===== src/rtl/cpu_pkg.sv =====
// Shared encodings for the Simple RISC Machine controller: FSM states, opcode
// fields, ALU/shift codes and the decoded-instruction bundle.
package cpu_pkg;

  localparam logic [2:0] S_WAIT   = 3'd0;
  localparam logic [2:0] S_DECODE = 3'd1;
  localparam logic [2:0] S_GET_A  = 3'd2;
  localparam logic [2:0] S_GET_B  = 3'd3;
  localparam logic [2:0] S_ALU    = 3'd4;
  localparam logic [2:0] S_WB_REG = 3'd5;
  localparam logic [2:0] S_WB_IMM = 3'd6;

  localparam logic [2:0] OP_MOV = 3'b110;
  localparam logic [2:0] OP_ALU = 3'b101;

  // op sub-field values under OP_MOV
  localparam logic [1:0] MOV_REG = 2'b00;
  localparam logic [1:0] MOV_IMM = 2'b10;

  localparam logic [1:0] ALU_ADD = 2'b00;
  localparam logic [1:0] ALU_SUB = 2'b01;
  localparam logic [1:0] ALU_AND = 2'b10;
  localparam logic [1:0] ALU_NOT = 2'b11;

  localparam logic [1:0] SH_NONE = 2'b00;

  typedef struct packed {
    logic is_movi;
    logic is_movr;
    logic is_add;
    logic is_cmp;
    logic is_and;
    logic is_mvn;
  } iclass_t;

  typedef struct packed {
    iclass_t     cls;
    logic [2:0]  rn;
    logic [2:0]  rd;
    logic [2:0]  rm;
    logic [1:0]  sh;
    logic [1:0]  op;
    logic [15:0] sximm8;
  } dec_t;

endpackage


===== src/rtl/cpu_controller_instr_decoder.sv =====
// Combinational instruction decoder: splits IR into register fields, shift,
// op and sign-extended immediate, and flags the instruction class.
module instr_decoder
  import cpu_pkg::*;
(
  input  logic [15:0] ir,
  output dec_t        dec
);

  logic [2:0] opcode;
  logic [1:0] op;

  assign opcode = ir[15:13];
  assign op     = ir[12:11];

  // Unlisted opcode/op pairs leave every class flag clear, i.e. NOP
  assign dec.cls.is_movi = (opcode == OP_MOV) && (op == MOV_IMM);
  assign dec.cls.is_movr = (opcode == OP_MOV) && (op == MOV_REG);
  assign dec.cls.is_add  = (opcode == OP_ALU) && (op == ALU_ADD);
  assign dec.cls.is_cmp  = (opcode == OP_ALU) && (op == ALU_SUB);
  assign dec.cls.is_and  = (opcode == OP_ALU) && (op == ALU_AND);
  assign dec.cls.is_mvn  = (opcode == OP_ALU) && (op == ALU_NOT);

  assign dec.rn     = ir[10:8];
  assign dec.rd     = ir[7:5];
  assign dec.sh     = ir[4:3];
  assign dec.rm     = ir[2:0];
  assign dec.op     = op;
  assign dec.sximm8 = {{8{ir[7]}}, ir[7:0]};

endmodule


===== src/rtl/cpu_controller.sv =====
// Instruction register plus control FSM that sequences the datapath's read,
// operand-load, ALU and write-back controls for each instruction.
module cpu_controller
  import cpu_pkg::*;
(
  input  logic        clk,
  input  logic        reset,
  input  logic        s,
  input  logic        load,
  input  logic [15:0] in,
  output logic        w,
  output logic [2:0]  readnum,
  output logic [2:0]  writenum,
  output logic        write,
  output logic        vsel,
  output logic        loada,
  output logic        loadb,
  output logic        asel,
  output logic        bsel,
  output logic [1:0]  shift,
  output logic [1:0]  ALUop,
  output logic        loadc,
  output logic        loads,
  output logic [15:0] datapath_in
);

  logic [15:0] ir;
  logic [2:0]  state, state_nx;
  dec_t        dec;

  instr_decoder u_dec (
    .ir  (ir),
    .dec (dec)
  );

  always_ff @(posedge clk) begin
    if (reset) begin
      state <= S_WAIT;
      ir    <= '0;
    end else begin
      state <= state_nx;
      if (state == S_WAIT && load) ir <= in;
    end
  end

  always_comb begin
    state_nx = state;
    case (state)
      S_WAIT:   if (s) state_nx = S_DECODE;
      S_DECODE: begin
        if (dec.cls.is_movi)                                         state_nx = S_WB_IMM;
        else if (dec.cls.is_movr || dec.cls.is_mvn)                  state_nx = S_GET_B;
        else if (dec.cls.is_add || dec.cls.is_cmp || dec.cls.is_and) state_nx = S_GET_A;
        else                                                         state_nx = S_WAIT;
      end
      S_GET_A:  state_nx = S_GET_B;
      S_GET_B:  state_nx = S_ALU;
      // CMP only updates status, so there is nothing to write back
      S_ALU:    state_nx = dec.cls.is_cmp ? S_WAIT : S_WB_REG;
      S_WB_REG: state_nx = S_WAIT;
      S_WB_IMM: state_nx = S_WAIT;
      default:  state_nx = S_WAIT;
    endcase
  end

  always_comb begin
    w        = 1'b0;
    readnum  = '0;
    writenum = '0;
    write    = 1'b0;
    vsel     = 1'b0;
    loada    = 1'b0;
    loadb    = 1'b0;
    asel     = 1'b0;
    bsel     = 1'b0;
    shift    = SH_NONE;
    ALUop    = ALU_ADD;
    loadc    = 1'b0;
    loads    = 1'b0;
    case (state)
      S_WAIT:  w = 1'b1;
      S_GET_A: begin
        readnum = dec.rn;
        loada   = 1'b1;
      end
      S_GET_B: begin
        readnum = dec.rm;
        loadb   = 1'b1;
      end
      S_ALU: begin
        shift = dec.sh;
        ALUop = dec.op;
        asel  = dec.cls.is_movr;
        loads = dec.cls.is_cmp;
        loadc = ~dec.cls.is_cmp;
      end
      S_WB_REG: begin
        writenum = dec.rd;
        write    = 1'b1;
      end
      S_WB_IMM: begin
        writenum = dec.rn;
        vsel     = 1'b1;
        write    = 1'b1;
      end
      default: ;
    endcase
  end

  assign datapath_in = dec.sximm8;

endmodule


===== config.mk =====
export PLATFORM = sky130hd
export DESIGN_NAME = cpu_controller
export DESIGN_NICKNAME = d
export VERILOG_FILES = /design/src/rtl/cpu_pkg.sv /design/src/rtl/cpu_controller_instr_decoder.sv /design/src/rtl/cpu_controller.sv
export SDC_FILE = /design/constraint.sdc
export NUM_CORES = 1
export LEC_CHECK = 0
export ABC_CLOCK_PERIOD_IN_PS = 1750
export CORE_UTILIZATION = 40
export CTS_CLUSTER_DIAMETER = 50
export DETAILED_ROUTE_END_ITERATION = 10
export PLACE_DENSITY = 0.81
export SKIP_CTS_REPAIR_TIMING = 1
export SKIP_LAST_GASP = 1
export SLEW_MARGIN = 20
export SYNTH_ARGS = -nofsm -noshare
export SYNTH_HDL_FRONTEND = slang
export SYNTH_SLANG_ARGS = --single-unit

===== constraint.sdc =====
create_clock -name clk -period 1.75 [get_ports clk]
set_clock_uncertainty 0.15 [all_clocks]
set_input_delay 0.35 -clock clk [delete_from_list [all_inputs] [get_ports clk]]
set_output_delay 0.35 -clock clk [all_outputs]
set_load 0.01 [all_outputs]

==> impl_metrics.toml <==
[setup_path]
ff2ff_setup_slack_ps = 60
critPathRequiredTime_ps = 1250
rr_endpoint = "state[1]$_SDFFE_PP0P_"
path_depth = 6
path_cells = "buf_2 > nor3b_2 > buf_4 > buf_4 > and2_1 > buf_2"
cp-startpoint = "state[0]$_SDFFE_PP0P_"
r2r_cells = 4
critPathMaxStageDelay_ps = 380
crit_slowest_cell = "dfxtp_4"
cp.buffers_inverters = 4
worstReg2RegStart = "ir[14]$_SDFFE_PP0P_"
criticalPathCategory = "reg2out"
cp.arrival_ps = 1490
cp_max_fo = 5
crit_path_end = "shift[1]"
cp-end-kind = "output port"
start_kind = "flip-flop"
path_delay_family = "buffers and inverters"

[min_path]
worstHoldPathCells = 2
worstHoldPathType = "reg2reg"

[logic_synthesis]
synth.distinct_cells = 31
yosys.area.top_type = "dfxtp_1"
yosys-top-cells-count = "nand2_1 (35), dfxtp_1 (19), a21oi_1 (17), buf_4 (17)"
ys_seq_area_share_pct = 33.7
synth_nets = 170
synth_top_area_share_pct = 33.7
synth_ff_type = "dfxtp_1"
yosysMostFrequentCell = "nand2_1"
syn-cell-area_sq_um = 1130
syn_inst = 150
ys_ff_latch = 19
postSynth.asyncResetShare_pct = 0
avgSynthCellArea_sq_um = 7.52
yosys_warnings = 0
synth_edf_count = 0
synth_area_leaders = "dfxtp_1 (34%), nand2_1 (12%), buf_4 (11%), a21oi_1 (7.5%), and2_1 (2.8%)"

[sta]
period_minus_slack_ps = 1990
finalSetupViolations = 11
rsz0062_at_grt = "true"
worst_slack_ps = -238
hold_viol = 0
fmaxAchievable_ghz = 0.503
finalMaxSlewViolations = 0
tns_ps = -1240
finalCritPeriodShare_pct = 114

[die]
rows = 18
ios = 55
die_area_sq_um = 3030
fp.dieH_um = 55.1
die_w_um = 55.1
core_area_sq_um = 2570
start_util_pct = 43.9

[clocking]
numCtsBuffers = 3
cts_tree = "yes"
ctsHtreeMaxLevel = 1
clkSinkCount = 19
clockBufferDepth = 2
root_buffer = "clkbuf_4"
clk_latency_ps = 290
path_clk_slew_ps = 110

[run_status]
violations = "negative setup slack"
outcome = "finished, violations left"

[placement]
dp_hpwl_mm = 2.38
dpl_cell_area_sq_um = 1730
io_buffers = 53
place.gp.congestion = 0.844

[routing]
drcViolationCount = 0
dr_total_vias = 1196
drt_wl_total_mm = 3.31
first_iter_violations = 13
viasPerCell = 4.96
drtAntennaViolNets = 0
drtPass1Iterations = 4
wl_per_cell_um = 13.8

[global_routing]
grt-ovfl-total = 0
grt_pass1_wl_mm = 4.69
antenna_found_initial = 0
grt_max_degree = 17
grt_usage_pct = 21.2
grt_pass1_vias = 1110

[run]
maxCapViolCount = 0

[finish]
stdcell_area_sq_um = 1830
diodes = 0
drive_gt1_share_pct = 33.2
syn_to_final_growth_pct = 62.5
fin_nets = 232

[power]
p_sw_share_pct = 28.1
peakVddDrop_v = 0.000466
internal_power_mw = 0.708
comb_power_share_pct = 28.8
pwr-share-clk_pct = 22.6
seqPwrFrac_pct = 48.6
p_leak_nw = 0.979
netSwitchingPower_mw = 0.277
cellPowerDensity_nw_per_um2 = 537
-- worst reg2reg max path: stages (launching register included) --
cell and delay [ps]:
dfxtp_2 350, or3b_4 390, buf_6 130, a211o_1 280, a211oi_1 290
-- power groups by stage --
stage	Combinational [mW]	Sequential (mW)	Clock, mW
after floorplan	0.139	0.488	0
after global placement	0.252	0.487	0
after detailed placement	0.259	0.489	0
after CTS	0.260	0.479	0.226
after global routing	0.305	0.482	0.248
final	0.283	0.479	0.222
-- cell usage in the layout (no fill, tap or decap), types with 3 or more instances in the layout --
| cell | instances |
|---|---|
| and2_1 | 5 |
| buf_2 | 11 |
| clkbuf_2 | 4 |
| nor2b_1 | 3 |
| dfxtp_2 | 4 |
| clkdlybuf4s50_1 | 22 |
| clkbuf_4 | 3 |
| nand2_1 | 35 |
| nand2b_1 | 4 |
| buf_6 | 8 |
| mux2i_1 | 3 |
| dfxtp_1 | 13 |
| buf_4 | 23 |
| a21oi_1 | 17 |
| dlymetal6s2s_1 | 15 |
-- worst min-delay path by stage --
stage	slack, ps	startpoint	to
5_1_grt	370	ir[5]$_SDFFE_PP0P_	ir[5]$_SDFFE_PP0P_
6_report	330	ir[1]$_SDFFE_PP0P_	ir[1]$_SDFFE_PP0P_
4_1_cts	340	ir[3]$_SDFFE_PP0P_	ir[3]$_SDFFE_PP0P_
3_3_place_gp	310	ir[3]$_SDFFE_PP0P_	ir[3]$_SDFFE_PP0P_
3_5_place_dp	320	ir[3]$_SDFFE_PP0P_	ir[3]$_SDFFE_PP0P_
2_1_floorplan	300	ir[3]$_SDFFE_PP0P_	ir[3]$_SDFFE_PP0P_
-- registers in the layout (all words and copies together), names as in the netlist --
| register | cells |
|---|---|
| ir | 16 |
| state | 3 |
-- routing by layer --
layer	GRT usage, %	vias to the layer above	routed length (um)
met1	25.5	543	1390
li1	-	608	-
met2	39.8	43	1730
met5	0	-	0
met4	5.00	0	31
met3	2.46	2	156
-- stage by stage --
step	power, mW	hold slack (ps)	worst slack, ps	utilization (%)	cells
2_1_floorplan	0.627	295	38.8	-	150
3_3_place_gp	0.740	307	-241	67.2	233
3_5_place_dp	0.748	315	-308	67.2	233
4_1_cts	0.965	343	-638	68.2	237
5_1_grt	1.03	370	-320	71.3	241
6_report	0.984	333	-238	71.3	241
-- layout make-up --
type | count | area [sq um]
repair buffers | 83 | 746
clock buffers | 4 | 26.3
flip-flops and latches | 19 | 393
fillers | 196 | 736
multi-input cells | 101 | 614
inverters | 4 | 15.0
well taps | 30 | 37.5
-- kinds of logic (layout without fill, tap and decap cells) --
| logic type | Yosys count | after routing | share of synthesized area (%) |
|---|---|---|---|
| AND/OR/NAND/NOR | 68 | 68 | 32.4 |
| buffers and inverters | 30 | 91 | 16.0 |
| AO/OA/AOI/OAI | 29 | 29 | 14.9 |
| flip-flops | 19 | 19 | 33.7 |
| multiplexers | 3 | 3 | 2.66 |
| other | 1 | 1 | 0.333 |
Note: power is estimated with default switching activity, not from simulation.
